--- src/rtl/fifo_rr_reader_if.sv ---
`default_nettype none
// ============================================================================
// Module   : fifo_rr_reader_if
// Purpose  : Bundles the FIFO pop-side signals and the downstream
//            valid/ready port of the round-robin FIFO reader.
// Ports    : in_empty  - per-FIFO empty flags (from FIFOs)
//            in_data   - per-FIFO pop_data words (from FIFOs)
//            in_pop    - per-FIFO pop strobes (to FIFOs)
//            out_valid - output word present (to downstream)
//            out_data  - output word (to downstream)
//            out_id    - source FIFO index of out_data (to downstream)
//            out_ready - downstream accepts (from downstream)
// Modports : master - the reader; slave - FIFOs plus downstream consumer
// Revision : 1.0 - initial release
// ============================================================================
interface fifo_rr_reader_if #(
   parameter int DATA_WIDTH = 8,
   parameter int NUM_IN     = 4
);
   localparam int ID_W = $clog2(NUM_IN);

   logic [NUM_IN-1:0]                 in_empty;
   logic [NUM_IN-1:0][DATA_WIDTH-1:0] in_data;
   logic [NUM_IN-1:0]                 in_pop;
   logic                              out_valid;
   logic [DATA_WIDTH-1:0]             out_data;
   logic [ID_W-1:0]                   out_id;
   logic                              out_ready;

   modport master (
      input  in_empty, in_data, out_ready,
      output in_pop, out_valid, out_data, out_id
   );

   modport slave (
      output in_empty, in_data, out_ready,
      input  in_pop, out_valid, out_data, out_id
   );
endinterface
`default_nettype wire

--- src/rtl/fifo_rr_reader.sv ---
`default_nettype none
// ============================================================================
// Module   : fifo_rr_reader
// Purpose  : Round-robin reader draining NUM_IN upstream FIFOs into a single
//            registered valid/ready output, one word per cycle.
// Ports    : clk - clock, rising edge
//            rst - synchronous active-high reset
//            bus - fifo_rr_reader_if.master (FIFO pop side + output port)
// Revision : 1.0 - initial release
// ============================================================================
module fifo_rr_reader #(
   parameter int DATA_WIDTH = 8,
   parameter int NUM_IN     = 4
) (
   input  wire logic            clk,
   input  wire logic            rst,
   fifo_rr_reader_if.master     bus
);
   localparam int ID_W = $clog2(NUM_IN);

   generate
      if (NUM_IN < 2 || NUM_IN > 16) begin : g_bad_num_in
         $error("fifo_rr_reader: NUM_IN must be in 2..16");
      end
   endgenerate

   logic                  held_valid;
   logic [DATA_WIDTH-1:0] held_data;
   logic [ID_W-1:0]       held_id;
   logic [ID_W-1:0]       last_grant;

   logic                  load_en;
   logic                  found;
   logic [ID_W-1:0]       winner;
   logic [ID_W:0]         idx_sum;
   logic [NUM_IN-1:0]     pop;

   // Output register is free when empty or being drained this cycle.
   assign load_en = !held_valid || bus.out_ready;

   // Scan last_grant+1 .. last_grant+NUM_IN modulo NUM_IN; the first
   // non-empty FIFO wins. One extra bit on the sum keeps the wrap exact for
   // non-power-of-two NUM_IN.
   always_comb begin
      winner  = last_grant;
      found   = 1'b0;
      idx_sum = '0;
      for (int k = 1; k <= NUM_IN; k++) begin
         idx_sum = {1'b0, last_grant} + (ID_W+1)'(k);
         if (idx_sum >= (ID_W+1)'(NUM_IN)) begin
            idx_sum = idx_sum - (ID_W+1)'(NUM_IN);
         end
         if (!found && !bus.in_empty[idx_sum[ID_W-1:0]]) begin
            found  = 1'b1;
            winner = idx_sum[ID_W-1:0];
         end
      end
   end

   always_comb begin
      pop = '0;
      if (!rst && load_en && found) begin
         pop[winner] = 1'b1;
      end
   end

   always_ff @(posedge clk) begin
      if (rst) begin
         held_valid <= 1'b0;
         held_data  <= '0;
         held_id    <= '0;
         last_grant <= ID_W'(NUM_IN - 1);
      end else if (load_en) begin
         if (found) begin
            held_valid <= 1'b1;
            held_data  <= bus.in_data[winner];
            held_id    <= winner;
            last_grant <= winner;
         end else begin
            // Nothing to load: drop valid, keep the stale word/id.
            held_valid <= 1'b0;
         end
      end
   end

   assign bus.in_pop    = pop;
   assign bus.out_valid = held_valid;
   assign bus.out_data  = held_data;
   assign bus.out_id    = held_id;

`ifndef SYNTHESIS
   a_no_pop_when_empty : assert property (@(posedge clk) disable iff (rst)
      (pop & bus.in_empty) == '0);

   a_pop_onehot0 : assert property (@(posedge clk) disable iff (rst)
      $onehot0(pop));

   a_hold_stable : assert property (@(posedge clk) disable iff (rst)
      (held_valid && !bus.out_ready) |=> ($stable(held_data) && $stable(held_id)));
`endif

endmodule
`default_nettype wire

--- src/flat_wrapper.sv ---
// flat-port wrapper written by rule: the top's interface ports become plain ports
module fifo_rr_reader_flat 
#(
   parameter int DATA_WIDTH = 8,
   parameter int NUM_IN     = 4
)
  (clk, rst, bus_in_empty, bus_in_data, bus_out_ready, bus_in_pop, bus_out_valid, bus_out_data, bus_out_id);
  fifo_rr_reader_if #(.DATA_WIDTH(DATA_WIDTH), .NUM_IN(NUM_IN)) bus_i ();
  input  wire logic clk;
  input  wire logic rst;
  input wire logic [$bits(bus_i.in_empty)-1:0] bus_in_empty;
  input wire logic [$bits(bus_i.in_data)-1:0] bus_in_data;
  input wire logic [$bits(bus_i.out_ready)-1:0] bus_out_ready;
  output wire logic [$bits(bus_i.in_pop)-1:0] bus_in_pop;
  output wire logic [$bits(bus_i.out_valid)-1:0] bus_out_valid;
  output wire logic [$bits(bus_i.out_data)-1:0] bus_out_data;
  output wire logic [$bits(bus_i.out_id)-1:0] bus_out_id;
  assign bus_i.in_empty = bus_in_empty;
  assign bus_i.in_data = bus_in_data;
  assign bus_i.out_ready = bus_out_ready;
  assign bus_in_pop = bus_i.in_pop;
  assign bus_out_valid = bus_i.out_valid;
  assign bus_out_data = bus_i.out_data;
  assign bus_out_id = bus_i.out_id;
  fifo_rr_reader #(.DATA_WIDTH(DATA_WIDTH), .NUM_IN(NUM_IN)) u_core (.clk(clk), .rst(rst), .bus(bus_i));
endmodule
--- config.mk ---
export PLATFORM = sky130hd
export DESIGN_NAME = fifo_rr_reader_flat
export DESIGN_NICKNAME = d
export VERILOG_FILES = /design/src/rtl/fifo_rr_reader_if.sv /design/src/rtl/fifo_rr_reader.sv /design/src/flat_wrapper.sv
export SDC_FILE = /design/constraint.sdc
export NUM_CORES = 1
export LEC_CHECK = 0
export CAP_MARGIN = 40
export CORE_UTILIZATION = 36
export CTS_CLUSTER_DIAMETER = 150
export DETAILED_ROUTE_END_ITERATION = 6
export GPL_TIMING_DRIVEN = 0
export PLACE_DENSITY_LB_ADDON = 0.1
export SYNTH_ARGS = -nofsm -noshare
export SYNTH_HDL_FRONTEND = slang
export SYNTH_SLANG_ARGS = --single-unit
--- constraint.sdc ---
create_clock -name clk -period 2.3 [get_ports clk]
set_input_delay 0.46 -clock clk [delete_from_list [all_inputs] [get_ports clk]]
set_output_delay 0.46 -clock clk [all_outputs]
set_load 0.01 [all_outputs]
* Word-level counts from Yosys, hierarchy flattened
Cells that the tools add are included.
** Word-level totals
- Register bits after elaboration :: 13
- Input bits :: 39
- Output and inout bits :: 15
- Word-level logic and storage cells :: 63
** Operators by class
- $add $sub $neg :: 8
- $lt $le $gt $ge :: 10
- Multiplexer cells :: 26
- Reduce and logical (&&, ||, !) cells :: 15
** Operator list (count)
- 8-bit binary-select mux with 2-bit select :: 1
- 2-bit 2-to-1 mux :: 8
- 2-bit by 3-bit less-than comparator with 1-bit output (second input constant) :: 5
- 3-bit >= comparator (second input constant) :: 4
- 1-bit 2-to-1 mux :: 10
- 1-bit binary-select mux with 2-bit select :: 4
- 8-bit 2-to-1 mux :: 1
- 2-bit by 1-bit subtractor with 2-bit output (second input constant) :: 4
- 1-bit logical NOT :: 7
- 2-bit by 2-bit adder with 3-bit output (second input constant) :: 2
- 1-bit logical AND :: 6
- 4-bit 2-to-1 mux :: 1
- 2-bit by 1-bit adder with 3-bit output (second input constant) :: 1
- 2-bit by 3-bit adder with 3-bit output (second input constant) :: 1
- 1-bit demux with 2-bit select :: 1
- 2-bit by 1-bit >= comparator with 1-bit output (second input constant) :: 1
- 2-bit AND reduction :: 1
- 1-bit logical OR :: 1

* Logic depth before layout (Yosys ltp)
- Depth in word-level cells :: 19
- Gate-level depth with buffers :: 7
- Gate-level depth less buffers :: 5

* Worst setup path before layout
Ideal clock, no wire load.
- Path kind :: in2out
- Start :: in bus_in_empty[1]
- End :: out bus_in_pop[0]
- Arrival time :: 1521 ps
- Required time :: 1840 ps
- Path slack :: 319 ps
- Stages :: 5
- Path buffers :: 1
- Path through :: mux2_4 a2bb2oi_4 nand2_4 buf_6 nor4_1
** Between the ends
- Cells in the longest elaborated chain, start to end :: 16
- Elaborated cells between the ends (all ways) :: 31
- Those cells by class :: order compare: 2; mux: 19; reduce/logical: 10
** Ends and longest elaborated chain
- from (decl) :: RTL line flat_wrapper.sv:11 : input wire logic [$bits(bus_i.in_empty)-1:0] bus_in_empty;
- 1-bit binary-select mux with 2-bit select :: RTL line fifo_rr_reader.sv:53 : if (!found && !bus.in_empty[idx_sum[ID_W-1:0]]) begin
- 1-bit 2-to-1 mux (not written as such) :: RTL line fifo_rr_reader.sv:53
- 1-bit logical NOT :: RTL line fifo_rr_reader.sv:53
- 1-bit logical AND :: RTL line fifo_rr_reader.sv:53
- 1-bit 2-to-1 mux :: RTL line fifo_rr_reader.sv:53
- 1-bit logical NOT :: RTL line fifo_rr_reader.sv:53
- 1-bit logical AND :: RTL line fifo_rr_reader.sv:53
- 1-bit 2-to-1 mux :: RTL line fifo_rr_reader.sv:53
- 1-bit logical NOT :: RTL line fifo_rr_reader.sv:53
- 1-bit logical AND :: RTL line fifo_rr_reader.sv:53
- 2-bit 2-to-1 mux :: RTL line fifo_rr_reader.sv:53
- 2-bit by 3-bit less-than comparator with 1-bit output (not written as such) / 2-bit by 1-bit >= comparator with 1-bit output (equally long branches) :: RTL line fifo_rr_reader.sv:63 : pop[winner] = 1'b1;
- 1-bit logical AND (not written as such) :: RTL line fifo_rr_reader.sv:63
- 1-bit 2-to-1 mux (not written as such) :: RTL line fifo_rr_reader.sv:63
- 1-bit demux with 2-bit select
- 4-bit 2-to-1 mux (*) :: RTL line fifo_rr_reader.sv:62 : if (!rst && load_en && found) begin
- to (decl) :: RTL line flat_wrapper.sv:14 : output wire logic [$bits(bus_i.in_pop)-1:0] bus_in_pop;
Mark *: on every way between the ends. The rest lies on a longest branch, timed or not. The select of a mux whose other input is x is not followed.

* Worst setup path after layout
- Start :: reg u_core.last_grant[1]
- End :: out bus_in_pop[3]
** Between the ends
- Cells in the longest elaborated chain, start to end :: 19
- Elaborated cells between the ends (all ways) :: 47
- Those cells by class :: add/sub: 8; order compare: 6; mux: 23; reduce/logical: 10
** Ends and longest elaborated chain
- from (decl) :: RTL line fifo_rr_reader.sv:30 : logic [ID_W-1:0] last_grant;
- from (signal assigned) :: RTL line fifo_rr_reader.sv:72 : last_grant <= ID_W'(NUM_IN - 1);
- from (signal assigned) :: RTL line fifo_rr_reader.sv:78 : last_grant <= winner;
- 2-bit by 2-bit adder with 3-bit output :: RTL line fifo_rr_reader.sv:49 : idx_sum = {1'b0, last_grant} + (ID_W+1)'(k);
- 3-bit >= comparator / 2-bit by 1-bit subtractor with 2-bit output (equally long branches) :: RTL line fifo_rr_reader.sv:50, fifo_rr_reader.sv:51
- 2-bit 2-to-1 mux :: RTL line fifo_rr_reader.sv:50 : if (idx_sum >= (ID_W+1)'(NUM_IN)) begin
- 1-bit binary-select mux with 2-bit select :: RTL line fifo_rr_reader.sv:53
- 1-bit 2-to-1 mux (not written as such) :: RTL line fifo_rr_reader.sv:53
- 1-bit logical NOT :: RTL line fifo_rr_reader.sv:53
- 1-bit logical AND :: RTL line fifo_rr_reader.sv:53
- 1-bit 2-to-1 mux :: RTL line fifo_rr_reader.sv:53
- [3 not listed]
- 1-bit logical NOT :: RTL line fifo_rr_reader.sv:53
- 1-bit logical AND :: RTL line fifo_rr_reader.sv:53
- 2-bit 2-to-1 mux :: RTL line fifo_rr_reader.sv:53
- 2-bit by 3-bit less-than comparator with 1-bit output (not written as such) / 2-bit by 1-bit >= comparator with 1-bit output (equally long branches) :: RTL line fifo_rr_reader.sv:63
- 1-bit logical AND (not written as such) :: RTL line fifo_rr_reader.sv:63
- 1-bit 2-to-1 mux (not written as such) :: RTL line fifo_rr_reader.sv:63
- 1-bit demux with 2-bit select
- 4-bit 2-to-1 mux (*) :: RTL line fifo_rr_reader.sv:62
Marks and branches as above.

==> flow_metrics.py <==
metrics = {
    "critical_path": {
        "cp-end-kind": "primary output",
        "endpoint": "bus_in_pop[3]",
        "arrival_ps": 1790,
        "critical_path.top_delay_family": "buffers and inverters",
        "worst_r2r_path_depth": 9,
        "cpPeakStageDelay_ps": 360,
        "crit_type": "flop to primary output",
        "rrSetupSlack_ps": 400,
        "r2r_end": "u_core.bus.out_data[3]",
        "worst_path_max_delay_cell": "dfxtp_2",
        "cp_max_fo": 8,
        "cp-startpoint": "u_core.last_grant[1]",
        "path_depth": 7,
        "critical_path.cell_chain": "buf_6, or3b_1, o2111ai_2, o211ai_1, buf_4, a21oi_2, buf_2",
        "start_kind": "flop",
        "r2r_start": "u_core.last_grant[1]",
        "crit_required_ps": 1840,
        "worst-path-buf-inv": 3,
    },
    "synth": {
        "synth.yosys.seq_area_share_pct": 29.4,
        "synthTopCellsByCount": "13 x dfxtp_1, 11 x a21oi_1, 11 x o21ai_0",
        "synth-seq-cells": 13,
        "synth_top_area_cell": "dfxtp_1",
        "synth_area_leaders": "dfxtp_1 29%, mux2_4 12%, a21oi_1 6.2%",
        "synthFlopType": "dfxtp_1",
        "syn_area_um2": 886,
        "synth.top_cell.area_share_pct": 29.4,
        "yosys_warnings": 0,
        "syn_inst": 98,
        "synthArstFlopShare_pct": 0,
        "synthDistinctLibCells": 34,
        "synth_nets": 137,
        "avgSynthCellArea_um2": 9.04,
        "yosysMostFrequentCell": "dfxtp_1",
        "synth-edff-count": 0,
    },
    "power_and_ir_drop": {
        "pwr_density_cell_nw_per_um2": 529,
        "finalPower_mw": 0.830,
        "leakage_nw": 0.640,
        "peakVddDrop_mv": 0.354,
    },
    "cts": {
        "clockBufferDepth": 2,
        "htree_levels": 1,
        "cts_hold_buf": 0,
        "cts_made_buffers": 3,
        "clk_latency_ps": 280,
        "clock_sinks": 13,
        "root_buffer": "clkbuf_4",
        "cts_tree": "done",
        "clk_pin_slew_worst_paths_ps": 90,
    },
    "floorplan": {
        "rows": 17,
        "io_pins": 54,
        "die_w_um": 51.6,
        "die_area_um2": 2660,
        "start_util_pct": 38.9,
        "core_um2": 2280,
        "die_y_um": 51.6,
    },
    "min_path": {
        "hold_depth": 1,
        "hold_class": "flop to flop",
    },
    "sta": {
        "period_share_pct": 97.6,
        "fmax_mhz": 445,
        "fin_worst_skew_ps": 2.54,
        "fin_crit_ps": 2250,
        "worstMarginPinSlew_ps": 606,
        "final-hold-violation-count": 0,
        "slew_headroom_pct": 59.4,
        "setup_viol": 0,
        "slew_violations": 0,
        "fin_hold_ws_ps": 495,
        "tns_ps": 0,
        "rsz0062_at_grt": "true",
    },
    "layout": {
        "area_delta_synth_final_pct": 77.1,
        "finalNetCount": 204,
        "final_util_pct": 68.9,
        "drive_above_1_share_pct": 25.0,
        "layout.cells.non_filler": 192,
        "diodes": 0,
    },
    "status": {
        "status": "finished clean",
    },
    "global_routing": {
        "antenna_found_initial": 0,
        "grt_max_degree": 11,
        "grtUsageTotal_pct": 22.8,
        "grt_overflow": 0,
        "grt_pass1_vias": 1026,
        "grt_pass1_wl_um": 4450,
    },
    "placed_design": {
        "routabilityCongestion": 0.789,
        "dp.final_hpwl_um": 1980,
        "port_buffers": 53,
        "dp.cells": 179,
    },
    "routing": {
        "first_iter_violations": 21,
        "dr_total_vias": 1066,
        "post_drt_wl_per_cell_um": 15.1,
        "viasPerCell": 5.55,
        "drcViolationCount": 0,
        "drt-pass1-iter-count": 4,
        "routed_wl_um": 2900,
        "drtAntennaViolNets": 0,
    },
    "job": {
        "drv_cap": 0,
    },
}
==> flip-flops by register name (all words and copies together), names as in the netlist <==
name                  count
u_core.bus.out_id         2
u_core.last_grant         2
u_core.bus.out_valid      1
u_core.bus.out_data       8
==> cells by family (layout without fill, tap and decap cells) <==
| kind of cell | Yosys count | count (layout) | share of synthesized area [%] |
|---|---|---|---|
| AOI/OAI and AO/OA | 38 | 38 | 31.1 |
| and+or+nand+nor | 33 | 33 | 21.8 |
| DFF | 13 | 13 | 29.4 |
| muxes | 9 | 9 | 14.4 |
| buffers and inverters | 5 | 71 | 3.39 |
==> layout make-up <==
cell class              instances  area, um2
inverters                       1       3.75
plain buffers                   4       38.8
multi-input cells              80        633
clock buffers                   4       26.3
fillers                       186        707
flip-flops and latches         13        262
repair buffers                 62        571
well taps                      28       35.0
==> worst min-delay path by stage <==
| stage | start | endpoint | slack (ps) |
|---|---|---|---|
| CTS | u_core.bus.out_data[2] | u_core.bus.out_data[2] | 500 |
| finish | u_core.bus.out_data[5] | u_core.bus.out_data[5] | 500 |
| global route | u_core.bus.out_id[0] | u_core.bus.out_id[0] | 510 |
| detailed placement | u_core.bus.out_data[5] | u_core.bus.out_data[5] | 470 |
| global placement | u_core.bus.out_data[7] | u_core.bus.out_data[7] | 470 |
| floorplan | u_core.bus.out_id[0] | u_core.bus.out_id[0] | 510 |
==> timing repair <==
| action | 4_1_cts | 5_1_grt |
|---|---|---|
| buffers inserted | 5 | 4 |
| gates resized for setup | 27 | 10 |
| pin swaps | 1 | 1 |
| endpoints found under the setup margin | 4 | 4 |
==> stage by stage <==
stage          setup slack, ps  cell area [um2]
6_report                  54.1             1570
3_5_place_dp              -804             1450
5_1_grt                  -25.0             1570
4_1_cts                   3.80             1540
2_1_floorplan              319              886
3_3_place_gp              -781             1450
==> metal layers <==
metal	routed length, um	track usage (%)
met3	192	3.51
met5	0	0
met1	1210	28.2
met2	1480	38.1
met4	17	11.7
==> placed cells by master (no fill, tap or decap), types with 2 or more instances in the layout <==
cell / count
clkdlybuf4s50_1: 45
dfxtp_1: 12
a21oi_1: 10
o21ai_0: 9
buf_4: 9
nand3_1: 8
mux2_4: 7
nor2_1: 6
a221o_1: 5
nor3b_1: 3
a211o_1: 3
clkbuf_4: 3
buf_2: 3
nand2_1: 2
nand2b_1: 2
nor3_2: 2
and3_1: 2
clkbuf_1: 2
mux2_2: 2
clkbuf_2: 2
dlygate4sd2_1: 2
==> worst reg2reg max path: stages, from the launching register on <==
cell	delay (ps)
dfxtp_2	360
buf_6	130
or3b_1	360
o2111ai_2	110
o211ai_1	160
buf_4	180
buf_4	120
buf_4	150
a21oi_1	130
a221o_1	140
==> power by group <==
group	total, mW	internal, mW	switching (mW)
Sequential	0.281	0.258	0.0226
Clock	0.148	0.0672	0.0805
Combinational	0.401	0.236	0.165
Total	0.830	0.562	0.268
Note: power is estimated with default switching activity, not from simulation.
